**config.mk**
```make
export PLATFORM = sky130hd
export DESIGN_NAME = bnn_seq
export DESIGN_NICKNAME = d
export VERILOG_FILES = /design/src/rtl/bnn_pkg.sv /design/src/rtl/bnn_bus_mux.sv /design/src/rtl/bnn_seq.sv
export SDC_FILE = /design/constraint.sdc
export NUM_CORES = 1
export LEC_CHECK = 0
export ABC_AREA = 1
export BUFFER_PORTS_ARGS = -buffer_cell sky130_fd_sc_hd__buf_2
export CORE_AREA = 2 2 127 129
export DETAILED_ROUTE_END_ITERATION = 12
export DIE_AREA = 0 0 129 131
export PLACE_DENSITY = 0.8
export SYNTH_ARGS = -nofsm -noshare
export SYNTH_HDL_FRONTEND = slang
export SYNTH_SLANG_ARGS = --single-unit
```
**constraint.sdc**
```tcl
create_clock -name clk -period 2.91 [get_ports clk]
set_clock_uncertainty 0.05 [all_clocks]
set_input_delay 0.582 -clock clk [delete_from_list [all_inputs] [get_ports clk]]
set_output_delay 0.582 -clock clk [all_outputs]
set_load 0.02 [all_outputs]
```
**src/rtl/bnn_pkg.sv**
```systemverilog
// Shared types and bus encodings for the BNN layer sequencer.
package bnn_pkg;

   typedef enum logic [3:0] {
      S_IDLE,
      S_INI,
      S_ACC,
      S_POOL,
      S_NORM,
      S_NORM8,
      S_DRAIN1,
      S_DRAIN2,
      S_CAPT
   } seq_state_t;

   localparam logic [31:0] BNN_ADDR_INI  = 32'h1000;
   localparam logic [31:0] BNN_ADDR_POOL = 32'h1004;

   localparam logic [3:0] BE_ACC   = 4'hF;
   localparam logic [3:0] BE_NORM  = 4'b1011;
   localparam logic [3:0] BE_NORM8 = 4'b1001;
   localparam logic [3:0] BE_NOP   = 4'b1101;

endpackage

```
**src/rtl/bnn_bus_mux.sv**
```systemverilog
// Selects between zero-riscy data-port requests and sequencer commands on the
// shared memory bus; the CPU only owns the bus while the sequencer is idle.
module bnn_bus_mux (
   input  logic        clk,
   input  logic        rst_n,
   input  logic        sel_cpu,
   input  logic        cpu_req,
   input  logic        cpu_we,
   input  logic [3:0]  cpu_be,
   input  logic [31:0] cpu_addr,
   input  logic [31:0] cpu_wdata,
   output logic        cpu_gnt,
   output logic        cpu_rvalid,
   output logic [31:0] cpu_rdata,
   input  logic        seq_b_req,
   input  logic [31:0] seq_addr,
   input  logic [3:0]  seq_be,
   input  logic [31:0] seq_wdata,
   output logic        m_b_req,
   output logic        m_p_req,
   output logic        m_p_we,
   output logic [3:0]  m_p_be,
   output logic [31:0] m_p_addr,
   output logic [31:0] m_p_wdata,
   input  logic [31:0] m_p_rdata
);

   logic rvalid_q;

   always_comb begin
      cpu_gnt   = sel_cpu;
      m_p_req   = sel_cpu & cpu_req;
      m_b_req   = sel_cpu ? 1'b0 : seq_b_req;
      m_p_we    = sel_cpu ? cpu_we : 1'b0;
      m_p_be    = sel_cpu ? cpu_be : seq_be;
      m_p_addr  = sel_cpu ? cpu_addr : seq_addr;
      m_p_wdata = sel_cpu ? cpu_wdata : seq_wdata;
   end

   // A request held off while busy is only answered once it is actually granted.
   always_ff @(posedge clk) begin
      if (!rst_n) rvalid_q <= 1'b0;
      else        rvalid_q <= sel_cpu & cpu_req;
   end

   assign cpu_rvalid = rvalid_q;
   assign cpu_rdata  = m_p_rdata;

endmodule

```
**src/rtl/bnn_seq.sv**
```systemverilog
// BNN layer sequencer: issues INI/ACC/POOL/NORM/NORM8 commands to the memory
// block, captures the core activation bits, and arbitrates the CPU port.
//
// state   | meaning
// IDLE    | CPU owns the bus, waiting for start
// INI     | load bias into accumulators
// ACC     | one weight row per accepted activation word
// POOL    | close pool window, reload bias
// NORM    | threshold row
// NORM8   | optional second norm row
// DRAIN1  | NOP, core pipeline stage 1
// DRAIN2  | NOP, core pipeline stage 2 (sets bnn_en_1)
// CAPT    | sample activation bits, pulse res_valid
module bnn_seq
   import bnn_pkg::*;
#(
   parameter int AW = 10,
   parameter int CW = 10
) (
   input  logic          clk,
   input  logic          rst_n,
   input  logic          start,
   input  logic [CW-1:0] cfg_n_words,
   input  logic [2:0]    cfg_pool,
   input  logic [AW-1:0] cfg_param_base,
   input  logic [AW-1:0] cfg_norm_addr,
   input  logic          cfg_norm8,
   input  logic [15:0]   cfg_bias,
   input  logic          act_valid,
   output logic          act_ready,
   input  logic [31:0]   act_data,
   output logic          res_valid,
   output logic [31:0]   res_data,
   output logic          busy,
   input  logic          cpu_req,
   input  logic          cpu_we,
   input  logic [3:0]    cpu_be,
   input  logic [31:0]   cpu_addr,
   input  logic [31:0]   cpu_wdata,
   output logic          cpu_gnt,
   output logic          cpu_rvalid,
   output logic [31:0]   cpu_rdata,
   output logic          m_b_req,
   output logic          m_p_req,
   output logic          m_p_we,
   output logic [3:0]    m_p_be,
   output logic [31:0]   m_p_addr,
   output logic [31:0]   m_p_wdata,
   input  logic [31:0]   m_p_rdata
);

   seq_state_t    state, state_nx;
   logic [CW-1:0] word_cnt;
   logic [2:0]    pool_cnt;
   logic [CW-1:0] n_words_q;
   logic [2:0]    pool_last_q;
   logic [AW-1:0] base_q;
   logic [AW-1:0] norm_q;
   logic          norm8_q;
   logic [15:0]   bias_q;
   logic [31:0]   res_q;

   logic          seq_b_req;
   logic [31:0]   seq_addr;
   logic [3:0]    seq_be;
   logic [31:0]   seq_wdata;
   logic          sel_cpu;

   function automatic logic [31:0] row_addr(input logic [AW-1:0] row);
      return {{(30-AW){1'b0}}, row, 2'b00};
   endfunction

   always_comb begin
      state_nx  = state;
      seq_b_req = 1'b0;
      seq_addr  = '0;
      seq_be    = BE_NOP;
      seq_wdata = '0;
      act_ready = 1'b0;
      res_valid = 1'b0;
      case (state)
         S_IDLE: begin
            if (start) state_nx = S_INI;
         end
         S_INI: begin
            seq_b_req = 1'b1;
            seq_addr  = BNN_ADDR_INI;
            seq_be    = BE_ACC;
            seq_wdata = {16'h0, bias_q};
            state_nx  = (n_words_q == '0) ? S_POOL : S_ACC;
         end
         S_ACC: begin
            act_ready = 1'b1;
            seq_b_req = act_valid;
            seq_addr  = row_addr(base_q + AW'(word_cnt));
            seq_be    = BE_ACC;
            seq_wdata = act_data;
            if (act_valid && (word_cnt == n_words_q - CW'(1))) state_nx = S_POOL;
         end
         S_POOL: begin
            seq_b_req = 1'b1;
            seq_addr  = BNN_ADDR_POOL;
            seq_be    = BE_ACC;
            seq_wdata = {16'h0, bias_q};
            // An empty window has no ACC phase, so further windows are bare POOLs.
            if (pool_cnt == pool_last_q)  state_nx = S_NORM;
            else if (n_words_q == '0)     state_nx = S_POOL;
            else                          state_nx = S_ACC;
         end
         S_NORM: begin
            seq_b_req = 1'b1;
            seq_addr  = row_addr(norm_q);
            seq_be    = BE_NORM;
            state_nx  = norm8_q ? S_NORM8 : S_DRAIN1;
         end
         S_NORM8: begin
            seq_b_req = 1'b1;
            seq_addr  = row_addr(norm_q + AW'(1));
            seq_be    = BE_NORM8;
            state_nx  = S_DRAIN1;
         end
         S_DRAIN1: begin
            seq_b_req = 1'b1;
            state_nx  = S_DRAIN2;
         end
         S_DRAIN2: begin
            seq_b_req = 1'b1;
            state_nx  = S_CAPT;
         end
         S_CAPT: begin
            res_valid = 1'b1;
            state_nx  = S_IDLE;
         end
         default: state_nx = S_IDLE;
      endcase
   end

   always_ff @(posedge clk) begin
      if (!rst_n) begin
         state       <= S_IDLE;
         word_cnt    <= '0;
         pool_cnt    <= '0;
         n_words_q   <= '0;
         pool_last_q <= '0;
         base_q      <= '0;
         norm_q      <= '0;
         norm8_q     <= 1'b0;
         bias_q      <= '0;
         res_q       <= '0;
      end else begin
         state <= state_nx;
         case (state)
            S_IDLE: begin
               if (start) begin
                  n_words_q   <= cfg_n_words;
                  pool_last_q <= (cfg_pool == 3'd0) ? 3'd0 : cfg_pool - 3'd1;
                  base_q      <= cfg_param_base;
                  norm_q      <= cfg_norm_addr;
                  norm8_q     <= cfg_norm8;
                  bias_q      <= cfg_bias;
               end
            end
            S_INI: begin
               word_cnt <= '0;
               pool_cnt <= '0;
            end
            S_ACC: begin
               if (act_valid) word_cnt <= word_cnt + CW'(1);
            end
            S_POOL: begin
               word_cnt <= '0;
               pool_cnt <= pool_cnt + 3'd1;
            end
            S_CAPT: begin
               res_q <= m_p_rdata;
            end
            default: ;
         endcase
      end
   end

   // Result is presented in the capture cycle itself and held afterwards.
   assign res_data = (state == S_CAPT) ? m_p_rdata : res_q;
   assign busy     = (state != S_IDLE);
   assign sel_cpu  = (state == S_IDLE);

   bnn_bus_mux u_bus_mux (
      .clk       (clk),
      .rst_n     (rst_n),
      .sel_cpu   (sel_cpu),
      .cpu_req   (cpu_req),
      .cpu_we    (cpu_we),
      .cpu_be    (cpu_be),
      .cpu_addr  (cpu_addr),
      .cpu_wdata (cpu_wdata),
      .cpu_gnt   (cpu_gnt),
      .cpu_rvalid(cpu_rvalid),
      .cpu_rdata (cpu_rdata),
      .seq_b_req (seq_b_req),
      .seq_addr  (seq_addr),
      .seq_be    (seq_be),
      .seq_wdata (seq_wdata),
      .m_b_req   (m_b_req),
      .m_p_req   (m_p_req),
      .m_p_we    (m_p_we),
      .m_p_be    (m_p_be),
      .m_p_addr  (m_p_addr),
      .m_p_wdata (m_p_wdata),
      .m_p_rdata (m_p_rdata)
   );

endmodule

```
==> flow_summary.yaml, run 1 <==
sta:
  worst_pin_slew_ps: 624.1
  fmax_mhz: 360.0
  rsz0062_at_grt: "true"
  period_minus_slack_ps: 2778
  relSlewSlack: 0.5839
  final_max_slew_viol_count: 0
  finalCritPeriodShare: 0.9547
  setup_ws_ps: 131.9
  hold_viol_final: 0
  setup_viol: 0
routing:
  drt_pass1_iterations: 4
  drt_drc_violations_left: 0
  drtAntennaViolNets: 0
  vias_per_cell: 4.837
  wl_um: 19480
  first_iter_violations: 327
  num_vias: 6835
  wl_per_cell_um: 13.78
power_and_ir_drop:
  p_comb_frac: 0.516
  p_int_w: 0.003172
  power.leakage_nw: 4.464
  clock_power_share: 0.200
  p_sw_frac: 0.4606
  seq_power_share: 0.284
  switchingPower_w: 0.002709
  irDropWorstVdd_v: 0.0004190
  powerDensity_nw_per_um2: 727.0
placed_design:
  dp_slack_ps: 232.3
  dp_hpwl_um: 14890
  place.gp.congestion: 0.8847
  portBuffers: 327
yosys:
  synth_top_family_by_area: "simple AND/OR/NAND/NOR gates"
  synthArstFlopShare: 0
  yosysSeqAreaShare: 0.3306
  synth.distinct_cells: 38
  synth_fp_nets: 1114
  synth-xor-area-share: 0.01736
  synth-simple-area-share: 0.2875
  synthFlopType: "dfxtp_1"
  synthMuxAreaShare: 0
  syn_inst: 910
  synth_compound_area_frac: 0.1802
  synth_edf_count: 0
  syn_area_per_cell_um2: 6.653
  synth_fa_ha_area_frac: 0.03430
  ys_ff_latch: 100
  synth-warning-count: 0
  syn_area_um2: 6055
floorplan:
  die_y_um: 131
  fp.coreArea_um2: 15600
  dieArea_um2: 16900
  start_util: 0.3882
  die_x_um: 129
  rows: 46
  io_pins: 328
outcome:
  outcome: "finished, final reports clean"
setup_path:
  cp-start-kind: "flip-flop"
  critPathKind: "reg2out"
  arrival_ps: 2150
  cp-end-kind: "primary output"
  cp.required_ps: 2280
  crit_fanout: 4
layout:
  fin_util: 0.5186
  multi_input_area_um2: 3224
  nFillCells: 1596
  regArea_um2: 2009
  nets: 1394
  syn2layout_area_growth_pct: 33.60
  drive_gt1_frac: 0.3598
clock_network:
  path_clk_slew_ps: 70
  h-tree-depth: 3
  cts-root-buf: "clkbuf_16"
  clock_latency_ps: 350
  cts_tree: "built"
  clock_sinks: 100
  cts-buffers-inserted: 9
  clockBufferDepth: 2
grt:
  grt.overflow.total: 0
  antenna_found_initial: 2
  grt_first_pass_wirelength_um: 29210
  grt_pass1_vias: 6140
  grt_usage: 0.2189
  grt_max_degree: 58
min_path:
  hp-class: "reg2reg"
run:
  max_cap_viol_count: 0
## power by group through the flow
stage	sequential, W	clock, W	combinational [W]
final	0.00167	0.00117	0.00303
after global routing	0.00170	0.00128	0.00336
after CTS	0.00167	0.00121	0.00301
after detailed placement	0.00170	0	0.00299
after global placement	0.00169	0	0.00295
after floorplan	0.00167	0	0.00205
## Yosys cell counts (3+ instances only)
library cell | count | area share
nand2_1 | 157 | 0.097
inv_1 | 130 | 0.081
dfxtp_1 | 100 | 0.33
nor2_1 | 92 | 0.057
a21oi_1 | 67 | 0.055
o21ai_0 | 58 | 0.048
nand3_1 | 53 | 0.044
or2_2 | 39 | 0.040
buf_4 | 32 | 0.040
clkbuf_1 | 28 | 0.017
o21ai_1 | 25 | 0.021
a22o_1 | 16 | 0.023
o211ai_1 | 16 | 0.020
ha_1 | 15 | 0.031
nor3_1 | 12 | 0.0099
xor2_1 | 9 | 0.013
buf_1 | 7 | 0.0043
buf_2 | 7 | 0.0058
nand4_1 | 7 | 0.0072
o2111ai_1 | 5 | 0.0072
nor2_4 | 4 | 0.0074
nor3b_1 | 4 | 0.0050
nand3b_1 | 3 | 0.0037
nor3_2 | 3 | 0.0050
nor4_1 | 3 | 0.0031
xnor2_1 | 3 | 0.0043
## cells in the final DEF (no fill, tap or decap), types with 2 or more instances in the layout
cell	count
a21oi_1	64
a21oi_2	3
a22o_1	16
a31oi_1	2
buf_2	324
buf_4	14
buf_6	3
clkbuf_16	9
clkinvlp_4	5
dfxtp_1	96
dfxtp_2	3
diode_2	2
ha_1	12
ha_4	3
inv_1	129
inv_2	2
nand2_1	153
nand2_2	6
nand3_1	53
nand3b_1	3
nand4_1	7
nor2_1	92
nor2_4	4
nor3_1	12
nor3_4	2
nor3b_1	4
nor4_1	3
o2111ai_1	4
o211ai_1	16
o21ai_0	54
o21ai_1	29
or2_2	39
xnor2_1	3
xor2_1	9
## repair_timing
item                                    4_1_cts  5_1_grt
hold buffers                                  0        0
buffers inserted                              0        3
resized for setup                             5       26
endpoints found under the setup margin       12       37
pin swaps                                     0        5
cloned                                        0        1
## layer usage
metal / wire [um] / part of all wire / GRT usage / up-vias
li1: - / - / - / 3457
met1: 7990 / 0.41 / 0.2488 / 3072
met2: 9661 / 0.50 / 0.3968 / 267
met3: 1267 / 0.065 / 0.05456 / 37
met4: 545 / 0.028 / 0.08248 / 2
met5: 13 / 0.00067 / 0 / -
## final timing paths
check	start	end	slack (ps)	cells after the start
min reg2reg	bias_q[9]	bias_q[9]	400	2
min	bias_q[9]	bias_q[9]	400	2
max reg2reg	state[1]	pool_last_q[0]	840	8
max	word_cnt[0]	m_p_addr[8]	130	12
## metrics by stage
step	instances	cell area (um2)	power (W)	hold WS (ps)	TNS (ps)
5_1_grt	1412	8087	0.006337	425.4	-40.22
4_1_cts	1407	7958	0.005883	407.2	-309.6
3_5_place_dp	1391	7660	0.004690	395.9	0
3_3_place_gp	1391	7660	0.004640	389.0	0
6_report	1413	8089	0.005881	401.7	0
2_1_floorplan	910	6055	0.003722	379.9	0
## worst max-delay path, cell delays in order, from the launching register on
cell and delay (ps):
dfxtp_4 350, ha_4 170, fa_2 340, nand2_2 70, nand2_1 60, nand2_2 70
nand2_2 70, a21oi_2 150, nor2_1 50, nor2_1 110, nand2_1 90, o2111ai_2 90
buf_6 160
## flip-flops by register name, indices dropped and copies added (netlist names)
register,cells
bias_q,16
norm_q,10
base_q,10
pool_cnt,3
res_q,32
word_cnt,10
pool_last_q,3
n_words_q,10
norm8_q,1
state,4
u_bus_mux.cpu_rvalid,1
## kinds of logic after synthesis
kind of cell	after synthesis
buffers and inverters	207
AOI/OAI and AO/OA	192
and+or+nand+nor	383
xor gates and xnor gates	12
adders and majority gates	16
DFF	100
## layout make-up
type	instances	share of cell area
clock inverter	6	0.005878
inverter	133	0.06249
clock buffer	10	0.02954
timing repair buffer	342	0.2201
sequential	100	0.2484
tap	216	0.03341
timing repair inverter	1	0.0009281
multi-input combinational	603	0.3986
antenna	2	0.0006187
Power figures use the tool's default switching activity.
==> run 2, diff against run 1 <==
- CAP_MARGIN: not set -> 20
- CORE_AREA: 2 2 127 129 -> 2 2 129 131
- DIE_AREA: 0 0 129 131 -> 0 0 131 133
- PLACE_DENSITY: 0.8 -> 0.79
==> run 2 against run 1 <==
First-iteration DRC count down 1.5%. Sequential power barely moved. Die area grew 3.1%. Non-clock buffer count is 1 higher. Critical path type unchanged.
==> flow_summary.yaml, run 2 (same netlist as run 1, synthesis figures left out) <==
floorplan:
  rows: 47
  io_pins: 328
  die_y_um: 133
  start_util: 0.3744
  die_x_um: 131
  fp.coreArea_um2: 16170
  dieArea_um2: 17420
routing:
  dr_wl_met3_um: 1248
  drt_pass1_iterations: 5
  drtAntennaViolNets: 0
  wl_um: 18630
  m1WireLength_um: 7939
  vias_per_cell: 4.772
  num_vias: 6757
  first_iter_violations: 322
  drt_drc_violations_left: 0
  wl_per_cell_um: 13.15
  wl_met2_um: 9106
  dr.max_layer_used: "met4"
layout:
  syn2layout_area_growth_pct: 33.19
  drive_gt1_frac: 0.3579
  final_cell_mix: "buf_2, nand2_1, inv_1, dfxtp_1, nor2_1"
  layout_commonest_cell: "buf_2"
  nets: 1395
  reg.largest.list: "res_q x32, bias_q x16"
  n_antenna_cell: 0
  largest_reg_flops: 32
  largest-register: "res_q"
power_and_ir_drop:
  irDropWorstVdd_v: 0.0003591
  p_int_w: 0.003220
  seq_power_share: 0.284
  power.leakage_nw: 4.471
  p_comb_frac: 0.503
  p_sw_frac: 0.4542
  clock_power_share: 0.214
  powerDensity_nw_per_um2: 731.7
  switchingPower_w: 0.002680
clock_network:
  clock_latency_ps: 350
  cts_hold_buf: 0
  cts-buffers-inserted: 9
  path_clk_slew_ps: 70
  clockBufferDepth: 2
  cts_tree: "built"
  clock_sinks: 100
  cts-root-buf: "clkbuf_16"
  h-tree-depth: 3
outcome:
  outcome: "finished, final reports clean"
setup_path:
  critPathKind: "reg2out"
  rrSetupSlack_ps: 600
  cp.required_ps: 2280
  cp_common_cell: "nand2_2"
  crit_path_cell_trace: "ha_4 -> fa_2 -> nand2_2 -> nand2_1 -> nand2_2 -> nand2_2 -> a21oi_2 -> nor2_1 -> nor2_1 -> nand2_1 -> o2111ai_1 -> buf_4"
  arrival_ps: 2160
  crit_start: "word_cnt[0]"
  cp-end-kind: "primary output"
  crit_fanout: 4
  slowest_stage: "dfxtp_4"
  cpPeakStageDelay_ps: 370
  cp-start-kind: "flip-flop"
  r2r-start: "state[2]"
run:
  max_cap_viol_count: 0
sta:
  setup_ws_ps: 114.5
  fmax_mhz: 357.7
  final_max_slew_viol_count: 0
  relSlewSlack: 0.4377
  setup_viol: 0
  worst_pin_slew_ps: 841.4
  hold_viol_final: 0
  worst_hold_slack_ps: 403.0
  period_minus_slack_ps: 2796
  finalCritPeriodShare: 0.9607
grt:
  grt_first_pass_wirelength_um: 28230
  grt_pass1_vias: 6116
  grt_max_degree: 54
  grt_usage: 0.2040
  antenna_found_initial: 0
  grt.overflow.total: 0
placed_design:
  dp_hpwl_um: 14430
  place.gp.congestion: 0.8769
  portBuffers: 327
  dp_slack_ps: 280.1
min_path:
  hp-class: "reg2reg"
  min_from: "bias_q[5]"
[run 2: cell count changes in the layout (fill, tap and decap cells not counted), moves of 2 or more]
cell / change
o21ai_0: +3
o21ai_1: -3
buf_2: +2
buf_4: +2
buf_6: -2
clkinvlp_4: -2
diode_2: -2
[run 2: worst paths after layout]
kind | endpoint | cells past startpoint
setup / recovery | m_p_addr[8] | 12
hold reg to reg | bias_q[5] | 2
hold / removal | bias_q[5] | 2
setup reg to reg | state[0] | 8
[run 2: routing by layer]
layer  track usage  up-vias
li1              -     3466
met1        0.2421     3012
met2        0.3590      256
met3       0.05095       23
met4       0.06028        0
met5             0        -
[run 2: power by group through the flow]
stage / Clock (W) / Combinational [W] / Sequential (W)
global route: 0.00136 / 0.00327 / 0.00170
finish: 0.00126 / 0.00297 / 0.00167
global placement: 0 / 0.00291 / 0.00169
floorplan: 0 / 0.00205 / 0.00167
detailed placement: 0 / 0.00295 / 0.00170
CTS: 0.00131 / 0.00296 / 0.00167
[run 2: critical path, delay by kind of cell, from the launching register on]
kind                       cells  cell delay, ps
adders and majority gates      2             520
and+or+nand+nor                7             520
DFF                            1             370
AOI/OAI and AO/OA              2             230
buffers and inverters          1             180
[run 2: final cells by class]
class | count | area, um2
clock buffers | 9 | 225.2
clock inverters | 7 | 82.58
fillers | 1620 | 8108
inverters | 133 | 505.5
multi-input cells | 603 | 3196
flip-flops and latches | 100 | 2009
well taps | 220 | 275.3
repair buffers | 343 | 1763
repair inverters | 1 | 7.507
[run 2: repair_timing]
action,in CTS,in global routing
gates resized for setup,4,16
endpoints found under the setup margin,2,36
cloned,0,1
pin swaps,0,1
endpoints found under the hold margin,0,0
setup buffers,0,3
[run 2: stage by stage]
stage / power (W) / instances / util / area [um2] / TNS (ps)
detailed placement: 0.004648 / 1396 / 0.4737 / 7660 / 0
floorplan: 0.003722 / 910 / - / 6055 / 0
CTS: 0.005943 / 1412 / 0.4933 / 7978 / 0
global placement: 0.004605 / 1396 / 0.4737 / 7660 / 0
global route: 0.006326 / 1416 / 0.4986 / 8064 / -9.663
finish: 0.005900 / 1416 / 0.4986 / 8064 / 0
==> run 3, diff against run 2 <==
- CELL_PAD_IN_SITES_DETAIL_PLACEMENT: not set -> 1
- CELL_PAD_IN_SITES_GLOBAL_PLACEMENT: not set -> 1
- CORE_AREA: 2 2 129 131 -> 2 2 151 153
- DIE_AREA: 0 0 131 133 -> 0 0 153 155
- PLACE_DENSITY: 0.79 -> 0.88
- SYNTH_HIERARCHICAL: not set -> 1
==> run 3 against run 2 <==
Fmax decreased by 3.1%. Sequential cell count is the same. Global-route usage decreased by 0.69 points. Synthesized cell count up 14%. Sequential share of layout area is 1.9 points lower.
==> flow_summary.yaml, run 3 <==
outcome:
  outcome: "finished, final reports clean"
yosys:
  synth.distinct_cells: 44
  ys_ff_latch: 100
  synth_commonest_cells: "nand2_1, inv_1, dfxtp_1"
  synthArstFlopShare: 0
  syn_area_um2: 6491
  synthFlopType: "dfxtp_1"
  synth_edf_count: 0
  synth-warning-count: 6
  yosys-top-cells-area: "dfxtp_1, nand2_1, inv_1, o21ai_0, a21oi_1"
  syn_area_per_cell_um2: 6.248
  yosysSeqAreaShare: 0.3084
  post-synth-top-count-cell: "nand2_1"
  yosys.area.top_type: "dfxtp_1"
  syn_inst: 1039
  synth_top_cell_area_share: 0.3084
clock_network:
  cts-root-buf: "clkbuf_16"
  clock_latency_ps: 360
  path_clk_slew_ps: 80
  cts_tree: "built"
  cts_hold_buf: 0
  clockBufferDepth: 2
  cts-buffers-inserted: 9
  clock_sinks: 100
  h-tree-depth: 3
setup_path:
  cp.required_ps: 2280
  worstSetupEndpoint: "m_p_addr[8]"
  cp-end-kind: "primary output"
  crit_start: "word_cnt[0]"
  critPathKind: "reg2out"
  reg2reg_to: "pool_last_q[0]"
  worstRegToRegCells: 8
  crit_fanout: 3
  cp-start-kind: "flip-flop"
  r2r-start: "state[0]"
  arrival_ps: 2250
  rrSetupSlack_ps: 770
layout:
  largest-register: "res_q"
  largest_reg_flops: 32
  final_cell_mix: "buf_2, nand2_1, inv_1, dfxtp_1, nor2_1"
  stdcell_area_um2: 8791
  nets: 1540
  reg.largest.list: "res_q x32, bias_q x16"
  syn2layout_area_growth_pct: 35.43
  n_antenna_cell: 0
  nFillCells: 2991
  layout_commonest_cell: "buf_2"
  drive_gt1_frac: 0.3393
sta:
  final_max_slew_viol_count: 0
  hold_viol_final: 0
  finalCritPeriodShare: 0.9914
  setup_viol: 0
  worst_pin_slew_ps: 503.0
  relSlewSlack: 0.6642
  period_minus_slack_ps: 2885
  rsz0062_at_grt: "true"
  worst_hold_slack_ps: 401.6
  fmax_mhz: 346.6
floorplan:
  die_x_um: 153
  io_pins: 328
  dieArea_um2: 23720
  fp.coreArea_um2: 22230
  die_y_um: 155
  start_util: 0.2920
  rows: 55
grt:
  antenna_found_initial: 2
  met1_usage: 0.2269
  grt_first_pass_wirelength_um: 38260
  grt_usage: 0.1970
  grt.overflow.total: 0
  grt-busiest-layer: "met2"
  grt_max_degree: 72
  grt_pass1_vias: 7748
  grt_use_met2: 0.3602
  grtUsageMet3: 0.04513
routing:
  first_iter_violations: 453
  drt_drc_violations_left: 0
  vias_per_cell: 4.673
  wl_per_cell_um: 14.94
  drtAntennaViolNets: 0
  wl_um: 24300
  drt_pass1_iterations: 4
  num_vias: 7598
placed_design:
  dpl-instance-area_um2: 8228
  place.gp.congestion: 0.8438
  portBuffers: 327
  dp_hpwl_um: 18890
min_path:
  hp-class: "reg2reg"
power_and_ir_drop:
  irDropWorstVdd_v: 0.0003048
  power.total_w: 0.006503
  power.leakage_nw: 4.930
  powerDensity_nw_per_um2: 739.7
run:
  max_cap_viol_count: 0
[run 3: logic make-up (layout without fill, tap and decap cells)]
logic type	Yosys count	count (layout)	share of synthesized area
other	2	23	0.001157
adders and majority gates	16	16	0.03200
buffers and inverters	204	485	0.1444
xor gates and xnor gates	20	20	0.02699
and+or+nand+nor	520	520	0.3450
AOI/OAI and AO/OA	177	177	0.1421
DFF	100	100	0.3084
[run 3: critical path, stage by stage, from the launching register on]
cell	delay, ps
dfxtp_4	360
ha_4	170
fa_2	380
nand3_2	80
nand2_2	80
nand2_2	80
nand2_1	50
nand2_1	60
nand2_2	60
a21oi_2	110
o21ai_1	70
o211ai_1	100
nand2_1	90
nand2_1	100
buf_6	120
[run 3: stage by stage]
stage	TNS (ps)	utilization	setup slack, ps	instances
2_1_floorplan	0	-	458.7	1060
3_3_place_gp	0	0.3702	195.8	1605
3_5_place_dp	0	0.3702	141.4	1605
4_1_cts	0	0.3892	2.483	1623
5_1_grt	-409.3	0.3955	-106.3	1626
6_report	0	0.3955	25.06	1626
[run 3: timing repair]
action | in CTS | in global routing
pin swaps | 2 | 7
setup buffers | 2 | 3
resized for setup | 20 | 33
setup endpoints to repair | 6 | 8
[run 3: worst min path at each step]
| stage | start | end | slack (ps) | cells after the start |
|---|---|---|---|---|
| final | bias_q[3] | bias_q[3] | 400 | 2 |
| after global routing | bias_q[7] | bias_q[7] | 420 | 2 |
| after CTS | bias_q[7] | bias_q[7] | 410 | 2 |
| after detailed placement | bias_q[1] | bias_q[1] | 390 | 2 |
| after global placement | bias_q[15] | bias_q[15] | 380 | 2 |
| after floorplan | bias_q[0] | bias_q[0] | 370 | 2 |
[run 3: power by group]
group | switching [W] | leakage [nW] | total (W) | internal [W]
logic | 0.00241 | 3.95 | 0.00352 | 0.00111
clock network | 0.000606 | 0.156 | 0.00130 | 0.000692
registers | 0.000144 | 0.822 | 0.00168 | 0.00154
total | 0.00316 | 4.93 | 0.00650 | 0.00335
[run 3: cell type report]
class | instances | area, um2 | area share
tap | 285 | 356.6 | 0.04056
sequential | 100 | 2027 | 0.2306
clock buffer | 9 | 225.2 | 0.02562
multi-input combinational | 756 | 3810 | 0.4334
inverter | 123 | 464.2 | 0.05280
clock inverter | 7 | 92.59 | 0.01053
timing repair buffer | 346 | 1815 | 0.2065
[run 3: metal layers]
metal  vias to the layer above  part of all wire
met2                       258              0.50
met1                      3505              0.42
li1                       3793                 -
met5                         -           0.00066
met3                        40             0.063
met4                         2             0.021
